[config.mk]
export PLATFORM = sky130hd
export DESIGN_NAME = dmem_arbiter
export DESIGN_NICKNAME = d
export VERILOG_FILES = /design/src/rtl/dmem_arbiter.sv
export SDC_FILE = /design/constraint.sdc
export NUM_CORES = 1
export LEC_CHECK = 0
export ABC_AREA = 1
export BUFFER_PORTS_ARGS = -buffer_cell sky130_fd_sc_hd__buf_2
export CELL_PAD_IN_SITES_DETAIL_PLACEMENT = 2
export CELL_PAD_IN_SITES_GLOBAL_PLACEMENT = 2
export CORE_MARGIN = 4
export CORE_UTILIZATION = 23
export CTS_CLUSTER_DIAMETER = 150
export DETAILED_ROUTE_END_ITERATION = 16
export PLACE_DENSITY = 0.83
export SYNTH_ARGS = -nofsm -noshare
export SYNTH_HDL_FRONTEND = slang
export SYNTH_SLANG_ARGS = --single-unit
[constraint.sdc]
create_clock -name clk -period 1.8 [get_ports clk]
set_input_delay 0.09 -clock clk [delete_from_list [all_inputs] [get_ports clk]]
set_output_delay 0.09 -clock clk [all_outputs]
set_load 0.01 [all_outputs]
[src/rtl/dmem_arbiter.sv]
// dmem_arbiter: shares the single-port data memory between the CPU core
// (master 0) and an auxiliary master (master 1). Ownership is granted by a
// three-state FSM with round-robin tie-breaking and a bounded burst length.
// The owner's request drives the memory strobes combinationally, and read
// data is registered back to that master one cycle after its grant.
//
// Ports:
//   clk, reset                  clock, asynchronous active-high reset
//   mX_req/wr/addr/wdata        master X access request (held until granted)
//   mX_gnt                      access performed this cycle
//   mX_rvalid/rdata             registered read return (rvalid is a 1-cycle pulse)
//   mem_wr/rd/addr/wdata        strobes to the data memory (all 0 when idle)
//   mem_rdata                   combinational read data from the memory
module dmem_arbiter #(
    parameter int unsigned ADDR_W    = 5,
    parameter int unsigned DATA_W    = 8,
    parameter int unsigned MAX_BURST = 4
) (
    input  logic              clk,
    input  logic              reset,
    input  logic              m0_req,
    input  logic              m0_wr,
    input  logic [ADDR_W-1:0] m0_addr,
    input  logic [DATA_W-1:0] m0_wdata,
    input  logic              m1_req,
    input  logic              m1_wr,
    input  logic [ADDR_W-1:0] m1_addr,
    input  logic [DATA_W-1:0] m1_wdata,
    output logic              m0_gnt,
    output logic              m1_gnt,
    output logic              m0_rvalid,
    output logic              m1_rvalid,
    output logic [DATA_W-1:0] m0_rdata,
    output logic [DATA_W-1:0] m1_rdata,
    output logic              mem_wr,
    output logic              mem_rd,
    output logic [ADDR_W-1:0] mem_addr,
    output logic [DATA_W-1:0] mem_wdata,
    input  logic [DATA_W-1:0] mem_rdata
);

    localparam int unsigned CNT_W = $clog2(MAX_BURST + 1);
    // One spare bit so cnt+1 never wraps before the compare.
    localparam logic [CNT_W:0]   BURST_WIDE = (CNT_W + 1)'(MAX_BURST);
    localparam logic [CNT_W-1:0] BURST_SAT  = CNT_W'(MAX_BURST);

    localparam logic [1:0] IDLE = 2'd0;
    localparam logic [1:0] OWN0 = 2'd1;
    localparam logic [1:0] OWN1 = 2'd2;

    logic [1:0]       state, state_nx;
    logic             last, last_nx;
    logic [CNT_W-1:0] cnt, cnt_nx;
    logic [CNT_W:0]   cnt_inc;
    logic             burst_done;

    assign cnt_inc    = {1'b0, cnt} + (CNT_W + 1)'(1);
    assign burst_done = (cnt_inc >= BURST_WIDE);

    always_comb begin
        state_nx = state;
        last_nx  = last;
        cnt_nx   = cnt;
        m0_gnt   = 1'b0;
        m1_gnt   = 1'b0;
        case (state)
            IDLE: begin
                // On a tie the master that did not own last wins.
                if (m0_req && (!m1_req || last)) begin
                    state_nx = OWN0;
                    last_nx  = 1'b0;
                    cnt_nx   = '0;
                end else if (m1_req) begin
                    state_nx = OWN1;
                    last_nx  = 1'b1;
                    cnt_nx   = '0;
                end
            end
            OWN0: begin
                if (m0_req) begin
                    m0_gnt = 1'b1;
                    cnt_nx = burst_done ? BURST_SAT : cnt_inc[CNT_W-1:0];
                    if (burst_done && m1_req) begin
                        state_nx = OWN1;
                        last_nx  = 1'b1;
                        cnt_nx   = '0;
                    end
                end else if (m1_req) begin
                    state_nx = OWN1;
                    last_nx  = 1'b1;
                    cnt_nx   = '0;
                end else begin
                    state_nx = IDLE;
                end
            end
            OWN1: begin
                if (m1_req) begin
                    m1_gnt = 1'b1;
                    cnt_nx = burst_done ? BURST_SAT : cnt_inc[CNT_W-1:0];
                    if (burst_done && m0_req) begin
                        state_nx = OWN0;
                        last_nx  = 1'b0;
                        cnt_nx   = '0;
                    end
                end else if (m0_req) begin
                    state_nx = OWN0;
                    last_nx  = 1'b0;
                    cnt_nx   = '0;
                end else begin
                    state_nx = IDLE;
                end
            end
            default: state_nx = IDLE;
        endcase
    end

    always_comb begin
        mem_wr    = 1'b0;
        mem_rd    = 1'b0;
        mem_addr  = '0;
        mem_wdata = '0;
        if (m0_gnt) begin
            mem_wr    = m0_wr;
            mem_rd    = ~m0_wr;
            mem_addr  = m0_addr;
            mem_wdata = m0_wdata;
        end else if (m1_gnt) begin
            mem_wr    = m1_wr;
            mem_rd    = ~m1_wr;
            mem_addr  = m1_addr;
            mem_wdata = m1_wdata;
        end
    end

    always_ff @(posedge clk or posedge reset) begin
        if (reset) begin
            state <= IDLE;
            last  <= 1'b1;
            cnt   <= '0;
        end else begin
            state <= state_nx;
            last  <= last_nx;
            cnt   <= cnt_nx;
        end
    end

    always_ff @(posedge clk or posedge reset) begin
        if (reset) begin
            m0_rdata  <= '0;
            m1_rdata  <= '0;
            m0_rvalid <= 1'b0;
            m1_rvalid <= 1'b0;
        end else begin
            m0_rvalid <= m0_gnt && !m0_wr;
            m1_rvalid <= m1_gnt && !m1_wr;
            if (m0_gnt && !m0_wr) begin
                m0_rdata <= mem_rdata;
            end
            if (m1_gnt && !m1_wr) begin
                m1_rdata <= mem_rdata;
            end
        end
    end

endmodule
==> results of run 1 <==
## sequential cells by signal, summed over array words and instances, names as in the netlist
signal	flops
m0_rdata	8
m1_rdata	8
cnt	3
state	2
last	1
m0_rvalid	1
m1_rvalid	1
## power by group through the flow
| stage | Clock, mW | Sequential, mW | Combinational, mW |
|---|---|---|---|
| final | 0.481 | 0.920 | 1.60 |
| after global routing | 0.519 | 0.962 | 1.81 |
| after detailed placement | 0 | 0.922 | 1.49 |
| after floorplan | 0 | 0.996 | 0.849 |
| after CTS | 0.488 | 0.918 | 1.54 |
| after global placement | 0 | 0.919 | 1.42 |
## kinds of logic after synthesis
family,synth area share
AO/OA/AOI/OAI,0.126
adder cells (fa/ha/maj),0.0431
buffers and inverters,0.0785
flip-flops,0.415
AND/OR/NAND/NOR,0.337
## synthesized netlist by cell type (all sizes together)
cell type	n
dfrtp	23
inv	19
o21ai	19
nand4	3
o211a	1
a21oi	2
nor2	8
or2	1
ha	5
nand2	75
nand3	22
nand3b	1
buf	5
dfstp	1
## final timing paths
| path | start | endpoint | slack [ns] | cells after the start |
|---|---|---|---|---|
| max in group asynchronous | reset | m0_rdata[6] | 0.88 | 4 |
| worst min-delay path | m1_wr | m1_rvalid | 0.03 | 2 |
| worst max-delay path | state[0] | mem_addr[1] | 0.09 | 8 |
| worst min register to register | last | last | 0.48 | 2 |
| worst max register to register | state[0] | cnt[1] | 0.21 | 7 |
| min in group asynchronous | reset | m0_rvalid | 0.36 | 3 |
## what timing repair did
item | 4_1_cts | 5_1_grt
hold buffers | 2 | 0
setup buffers | 1 | 2
cloned | 0 | 0
setup endpoints to repair | 15 | 15
endpoints found under the hold margin | 11 | 0
resized for setup | 8 | 9
pin swaps | 0 | 1
## area by class of cell
cell class                 instances  area, sq um
fill                             732         3960
multi-input combinational        137          769
sequential                        24          603
timing repair buffer              82          439
tap                               75         93.8
inverter                          19         88.8
clock buffer                       3         41.3
clock inverter                     1         30.0
## critical path, cell delays in order, from the launching register on
cell                      delay, ns
sky130_fd_sc_hd__dfrtp_2       0.46
sky130_fd_sc_hd__inv_2         0.10
sky130_fd_sc_hd__ha_4          0.17
sky130_fd_sc_hd__nand2_4       0.09
sky130_fd_sc_hd__inv_8         0.09
sky130_fd_sc_hd__buf_4         0.15
sky130_fd_sc_hd__nand3_1       0.08
sky130_fd_sc_hd__nand2_1       0.07
sky130_fd_sc_hd__buf_2         0.13
## per-stage QoR
stage / utilization / instances / hold slack [ns] / power [mW]
floorplan: - / 185 / 0.104 / 1.84
global placement: 0.314 / 332 / 0.132 / 2.34
detailed placement: 0.314 / 332 / 0.133 / 2.41
CTS: 0.335 / 339 / 0.0329 / 2.95
global route: 0.343 / 341 / 0.0341 / 3.29
finish: 0.343 / 341 / 0.0278 / 3.00
## per-layer routing
| layer | global-route usage | vias to the layer above | wire length [um] |
|---|---|---|---|
| met5 | 0 | - | 0 |
| met4 | 0.0321 | 0 | 51 |
| met3 | 0.0161 | 7 | 177 |
| met2 | 0.254 | 30 | 2870 |
| met1 | 0.181 | 760 | 2140 |
| li1 | - | 755 | - |
==> insert_results.sql, run 1 <==
INSERT INTO impl_metrics (metric_group, metric, value, unit) VALUES
('routing', 'routed-via-count', '1552', ''),
('timing', 'relSlewSlack', '0.691', ''),
('cts', 'numCtsBuffers', '3', ''),
('cells_and_area', 'syn_to_final_growth', '42.5', '%'),
('power', 'net-switching-power', '1.29', 'mW'),
('placement', 'gpl.final_weighted_congestion', '0.764', ''),
('timing', 'finalClockSkew', '0.0145', 'ns'),
('yosys', 'yosys.area.top_type', 'sky130_fd_sc_hd__dfrtp_1', ''),
('timing', 'finalCritPeriodShare', '0.950', ''),
('power', 'p_leak', '1.19', 'nW'),
('cts', 'clock_tree.htree_level_count', '1', ''),
('routing', 'wire_per_inst', '15.4', 'um'),
('grt', 'first_global_vias', '1716', ''),
('floorplan', 'dieWidth', '87.4', 'um'),
('routing', 'ant_nets', '0', ''),
('routing', 'drt_iter0_drcs', '29', ''),
('run_status', 'status', 'finished, final reports clean', ''),
('setup_path', 'startpoint_type', 'flop', ''),
('worst_hold_path', 'min-delay-path-class', 'input pin to flop', ''),
('yosys', 'synth_area', '1450', 'sq um'),
('yosys', 'number_of_synthesis_warnings', '0', ''),
('grt', 'first_pass_grt_wire_length', '8600', 'um'),
('yosys', 'synth.area.top_cells', 'sky130_fd_sc_hd__dfrtp_1 (40%), sky130_fd_sc_hd__nand2_1 (18%), sky130_fd_sc_hd__o21ai_2 (11%), sky130_fd_sc_hd__nand3_1 (7.6%), sky130_fd_sc_hd__ha_1 (4.3%)', ''),
('placement', 'place_worst_setup_slack', '0.137', 'ns'),
('floorplan', 'design.die.area', '7640', 'sq um'),
('timing', 'final.setup.worst_slack', '0.0907', 'ns'),
('run', 'drv_cap', '0', ''),
('floorplan', 'fp.coreArea', '6030', 'sq um'),
('yosys', 'post_synth_num_cell_types', '21', ''),
('yosys', 'synth.net_count', '230', ''),
('power', 'power.share.switching', '0.429', ''),
('cts', 'cts.clk_slew.worst_paths', '0.10', 'ns'),
('cts', 'ctsLongestPathBuffers', '2', ''),
('routing', 'post_drt_via_cell_ratio', '4.55', ''),
('cts', 'tritoncts', 'done', ''),
('power', 'seqPwrFrac', '0.306', ''),
('yosys', 'ys_ff_latch', '24', ''),
('cts', 'ctsRootBufferMaster', 'sky130_fd_sc_hd__clkbuf_8', ''),
('grt', 'grt_max_degree', '19', ''),
('power', 'power_density', '1450', 'nW/um^2'),
('cts', 'cts.sinks', '24', ''),
('timing', 'period_needed', '1.71', 'ns'),
('yosys', 'synth_top_cell_area_share', '0.397', ''),
('cells_and_area', 'final_layout_size_suffix_gt1_frac', '0.466', ''),
('power', 'cellInternalPower', '1.71', 'mW'),
('yosys', 'sequential_area_share_after_synthesis', '0.415', ''),
('cells_and_area', 'mostFrequentLayoutCells', 'sky130_fd_sc_hd__buf_2 (74), sky130_fd_sc_hd__nand2_1 (69), sky130_fd_sc_hd__nand3_1 (22), sky130_fd_sc_hd__dfrtp_1 (22), sky130_fd_sc_hd__o21ai_2 (18)', ''),
('floorplan', 'fp.dieH', '87.4', 'um'),
('floorplan', 'ports', '75', ''),
('placement', 'detailedPlacementHpwl', '4050', 'um'),
('routing', 'drt-pass1-iter-count', '4', ''),
('setup_path', 'worstSetupPathType', 'flop to output pin', ''),
('power', 'pwr-share-clk', '0.160', ''),
('timing', 'post_route_setup_tns', '0', 'ns'),
('routing', 'drc_errors', '0', ''),
('setup_path', 'critical_path_required', '1.71', 'ns'),
('timing', 'slew_worst_pin', '0.464', 'ns'),
('setup_path', 'timing.critical_path.to_type', 'output pin', ''),
('power', 'power.share.combinational', '0.533', ''),
('floorplan', 'starting_density', '0.241', ''),
('grt', 'globalRouteOverflowTotal', '0', ''),
('placement', 'number_of_i_o_port_buffers', '74', ''),
('yosys', 'syn_area_per_cell', '7.84', 'sq um'),
('cells_and_area', 'diodes', '0', ''),
('cells_and_area', 'design_area', '2070', 'sq um'),
('cells_and_area', 'layout_commonest_cell', 'sky130_fd_sc_hd__buf_2', ''),
('yosys', 'synth_cells', '185', ''),
('routing', 'totalWireLength', '5240', 'um'),
('cells_and_area', 'finish.net_count', '312', ''),
('power', 'worst_ir_drop_vdd', '568', 'uV'),
('cts', 'worstSkewPairLatency', '0.27', 'ns'),
('timing', 'hold_violations', '0', ''),
('grt', 'number_of_antenna_violations_at_the_first_check_in_global_routing', '0', ''),
('floorplan', 'core.rowCount', '28', ''),
('setup_path', 'worst_path_arrival', '1.62', 'ns'),
('placement', 'total_cell_area_at_the_placement_stage', '1890', 'sq um'),
('timing', 'setup_violations', '0', ''),
('setup_path', 'path_max_fanout', '9', ''),
('grt', 'track_usage', '0.142', ''),
('timing', 'max_clock_freq', '0.585', 'GHz'),
('timing', 'final-max-slew-violation-count', '0', '');
Power figures use the tool's default switching activity.
==> inputs of run 2 (changes only) <==
==> config.mk (replaced) <==
export PLATFORM = sky130hd
export DESIGN_NAME = dmem_arbiter
export DESIGN_NICKNAME = d
export VERILOG_FILES = /design/src/rtl/dmem_arbiter.sv
export SDC_FILE = /design/constraint.sdc
export NUM_CORES = 1
export LEC_CHECK = 0
export ABC_AREA = 0
export BUFFER_PORTS_ARGS = -buffer_cell sky130_fd_sc_hd__buf_2
export CELL_PAD_IN_SITES_DETAIL_PLACEMENT = 2
export CELL_PAD_IN_SITES_GLOBAL_PLACEMENT = 2
export CORE_MARGIN = 4
export CORE_UTILIZATION = 25
export CTS_CLUSTER_DIAMETER = 150
export DETAILED_ROUTE_END_ITERATION = 16
export PLACE_DENSITY = 0.85
export SYNTH_ARGS = -nofsm -noshare
export SYNTH_HDL_FRONTEND = slang
export SYNTH_SLANG_ARGS = --single-unit
==> insert_results.sql, run 2 <==
INSERT INTO impl_metrics (metric_group, metric, value, unit) VALUES
('cells_and_area', 'diodes', '0', ''),
('cts', 'numCtsBuffers', '3', ''),
('cells_and_area', 'layoutNonFillerInstCount', '296', ''),
('cts', 'clock_tree.htree_level_count', '1', ''),
('cells_and_area', 'mostFrequentLayoutCells', 'sky130_fd_sc_hd__buf_2 (72), sky130_fd_sc_hd__nand2_1 (30), sky130_fd_sc_hd__dfrtp_1 (22)', ''),
('routing', 'wire_per_inst', '19.3', 'um'),
('yosys', 'muxShareOfSynthArea', '0.113', ''),
('timing', 'final.setup.worst_slack', '-0.139', 'ns'),
('yosys', 'syn_area_per_cell', '10.1', 'sq um'),
('timing', 'final-max-slew-violation-count', '0', ''),
('yosys', 'synth_enable_flop_cells', '0', ''),
('setup_path', 'crit_path_max_incr_delay', '0.46', 'ns'),
('cts', 'tritoncts', 'done', ''),
('yosys', 'synth_top_cell_area_share', '0.415', ''),
('grt', 'grt.busiest_layer', 'met2', ''),
('grt', 'globalRouteOverflowTotal', '0', ''),
('grt', 'first_pass_grt_wire_length', '8090', 'um'),
('yosys', 'synth.net_count', '183', ''),
('yosys', 'sequential_area_share_after_synthesis', '0.434', ''),
('routing', 'totalWireLength', '5710', 'um'),
('grt', 'track_usage', '0.159', ''),
('routing', 'routed-via-count', '1440', ''),
('floorplan', 'fp.dieH', '82.5', 'um'),
('setup_path', 'regToRegStartpoint', 'state[0]', ''),
('yosys', 'synth_top_cells_by_count', 'sky130_fd_sc_hd__nand2_1 (30), sky130_fd_sc_hd__dfrtp_1 (23), sky130_fd_sc_hd__a22o_1 (14)', ''),
('power', 'power', '3.20', 'mW'),
('setup_path', 'r2r_end', 'state[0]', ''),
('yosys', 'ys_ff_latch', '24', ''),
('cells_and_area', 'area_used_by_multi_input_combinational_logic', '778', 'sq um'),
('grt', 'grt.met1_usage', '0.165', ''),
('floorplan', 'starting_density', '0.265', ''),
('setup_path', 'startpoint_type', 'flop', ''),
('floorplan', 'ports', '75', ''),
('timing', 'slew_worst_pin', '0.446', 'ns'),
('routing', 'post_drt_via_cell_ratio', '4.86', ''),
('cells_and_area', 'final_layout_size_suffix_gt1_frac', '0.571', ''),
('timing', 'period_needed', '1.94', 'ns'),
('grt', 'number_of_antenna_violations_at_the_first_check_in_global_routing', '0', ''),
('yosys', 'ys_async_sr_fraction', '1.00', ''),
('setup_path', 'worst_path_arrival', '2.10', 'ns'),
('grt', 'met2_usage', '0.302', ''),
('timing', 'hold_violations', '0', ''),
('setup_path', 'cp.buffers_inverters', '3', ''),
('routing', 'ant_nets', '0', ''),
('floorplan', 'core.rowCount', '26', ''),
('cts', 'worstSkewPairLatency', '0.27', 'ns'),
('setup_path', 'cp_top_family', 'simple AND/OR/NAND/NOR gates', ''),
('floorplan', 'fp.coreArea', '5240', 'sq um'),
('timing', 'max_clock_freq', '0.516', 'GHz'),
('power', 'power_density', '1530', 'nW/um^2'),
('cells_and_area', 'ff_latch_area', '603', 'sq um'),
('setup_path', 'worstPathCellList', 'inv_2, ha_4, buf_4, nor2b_2, nor3_1, nor2_2, buf_4, o22ai_1', ''),
('cts', 'cts.clk_slew.worst_paths', '0.09', 'ns'),
('setup_path', 'reg2reg_depth', '8', ''),
('grt', 'first_global_vias', '1617', ''),
('cells_and_area', 'largest_registers', 'm0_rdata (8), m1_rdata (8), cnt (3)', ''),
('setup_path', 'path_max_fanout', '5', ''),
('floorplan', 'design.die.area', '6810', 'sq um'),
('setup_path', 'worstSetupPathType', 'flop to flop', ''),
('placement', 'gpl.final_weighted_congestion', '0.773', ''),
('setup_path', 'critical_path_required', '1.96', 'ns'),
('worst_hold_path', 'min_delay_path_depth', '3', ''),
('cells_and_area', 'fillerInstances', '592', ''),
('setup_path', 'setup.reg_to_reg.worst_slack', '-0.14', 'ns'),
('power', 'worst_ir_drop_vdd', '448', 'uV'),
('run_status', 'status', 'finished with violations', ''),
('placement', 'place_inst', '282', ''),
('placement', 'number_of_i_o_port_buffers', '74', ''),
('worst_hold_path', 'min-delay-path-class', 'input pin to flop', ''),
('routing', 'drc_errors', '0', ''),
('placement', 'detailedPlacementHpwl', '3700', 'um'),
('yosys', 'synth_top_family_by_area', 'simple AND/OR/NAND/NOR gates', ''),
('worst_hold_path', 'critical_hold_path_startpoint', 'mem_rdata[3]', ''),
('yosys', 'synthFlopType', 'sky130_fd_sc_hd__dfrtp_1', ''),
('timing', 'finalClockSkew', '0.00341', 'ns'),
('routing', 'drt-pass1-iter-count', '4', ''),
('yosys', 'synth_cells', '138', ''),
('cts', 'cts.sinks', '24', ''),
('yosys', 'number_of_synthesis_warnings', '0', ''),
('yosys', 'synth.area.top_cells', 'sky130_fd_sc_hd__dfrtp_1 (41%), sky130_fd_sc_hd__mux2_4 (9.7%), sky130_fd_sc_hd__a22o_1 (8.8%), sky130_fd_sc_hd__nand2_1 (8.1%), sky130_fd_sc_hd__ha_1 (4.5%)', ''),
('cts', 'ctsRootBufferMaster', 'sky130_fd_sc_hd__clkbuf_8', ''),
('setup_path', 'cp_slowest_cell', 'sky130_fd_sc_hd__dfrtp_2', ''),
('routing', 'drt_iter0_drcs', '40', ''),
('yosys', 'synth_area', '1390', 'sq um'),
('grt', 'grtUsageMet3', '0.0564', ''),
('setup_path', 'timing.critical_path.to_type', 'flop', ''),
('yosys', 'adder_and_majority_cell_fraction_of_the_synthesized_area', '0.0451', ''),
('worst_hold_path', 'worstHoldEndpoint', 'm1_rdata[3]', ''),
('cts', 'ctsLongestPathBuffers', '2', ''),
('yosys', 'post_synth_num_cell_types', '37', ''),
('cells_and_area', 'syn_to_final_growth', '50.8', '%'),
('floorplan', 'dieWidth', '82.5', 'um'),
('timing', 'finalCritPeriodShare', '1.08', ''),
('grt', 'grt_max_degree', '25', ''),
('yosys', 'synth_simple_gate_area_share', '0.184', ''),
('yosys', 'yosys.area.top_type', 'sky130_fd_sc_hd__dfrtp_1', ''),
('run_status', 'violations', 'negative setup slack', ''),
('yosys', 'compound_gate_portion_of_the_synthesized_area', '0.174', ''),
('yosys', 'synth_most_common_cell', 'sky130_fd_sc_hd__nand2_1', ''),
('timing', 'relSlewSlack', '0.700', ''),
('run', 'drv_cap', '0', ''),
('cells_and_area', 'layout_commonest_cell', 'sky130_fd_sc_hd__buf_2', ''),
('yosys', 'xor_xnor_portion_of_the_synthesized_cell_area', '0', ''),
('power', 'p_leak', '1.16', 'nW'),
('setup_path', 'crit_path_frequent_cell', 'sky130_fd_sc_hd__buf_4', ''),
('cells_and_area', 'finish.net_count', '272', ''),
('timing', 'setup_violations', '2', '');
-- run 2: metal layers --
metal  vias up  share of wire
met5         -              0
met4         0          0.018
met3         6          0.094
met2        70           0.54
met1       712           0.35
li1        652              -
-- run 2: worst max-delay path by stage --
stage	start	end	slack, ns	depth (start not counted)
floorplan	state[0]	state[1]	0.20	8
global placement	state[1]	cnt[0]	0.13	6
detailed placement	state[1]	m0_rdata[5]	0.05	7
CTS	state[0]	mem_rd	0.02	7
global route	state[0]	state[0]	-0.19	8
finish	state[0]	state[0]	-0.14	8
-- run 2: worst register-to-register path, delay by kind of cell, from the launching register on --
kind | cells | cell delay, ns
fa+ha+maj | 1 | 0.17
simple gates | 3 | 0.56
buf+inv | 3 | 0.38
compound gates | 1 | 0.25
flops | 1 | 0.46
-- run 2: power breakdown --
group	switching [mW]	leakage, nW	total, mW	internal (mW)
clock	0.192	0.0357	0.489	0.298
sequential	0.158	0.300	0.930	0.772
combinational	0.921	0.820	1.78	0.862
total	1.27	1.16	3.20	1.93
-- run 2: through the flow --
step           setup WS, ns  setup TNS, ns  cell area, sq um  hold WS [ns]   util
4_1_cts              0.0172              0              2010        0.0271  0.384
3_5_place_dp         0.0514              0              1850         0.169  0.354
5_1_grt              -0.186         -0.520              2090        0.0408  0.399
3_3_place_gp          0.126              0              1850         0.159  0.354
2_1_floorplan         0.195              0              1390         0.104      -
6_report             -0.139         -0.179              2090        0.0302  0.399
-- run 2: timing repair --
item / in CTS / in global routing
pin swaps: 0 / 6
endpoints found under the hold margin: 23 / 0
gates cloned: 1 / 0
setup buffers: 2 / 6
resized for setup: 13 / 11
setup endpoints to repair: 16 / 20
hold buffers: 1 / 0
-- run 2: final cells by class --
| cell class | count | share of cell area |
|---|---|---|
| clock buffers | 3 | 0.0197 |
| clock inverters | 1 | 0.0144 |
| inverters | 8 | 0.0167 |
| multi-input cells | 100 | 0.372 |
| flip-flops and latches | 24 | 0.288 |
| well taps | 70 | 0.0419 |
| repair buffers | 90 | 0.247 |
-- run 2: logic make-up (layout without fill, tap and decap cells) --
family / after synthesis / after routing
AND/OR/NAND/NOR: 52 / 52
multiplexers: 11 / 11
AO/OA/AOI/OAI: 32 / 32
buffers and inverters: 14 / 102
adder cells (fa/ha/maj): 5 / 5
flip-flops: 24 / 24
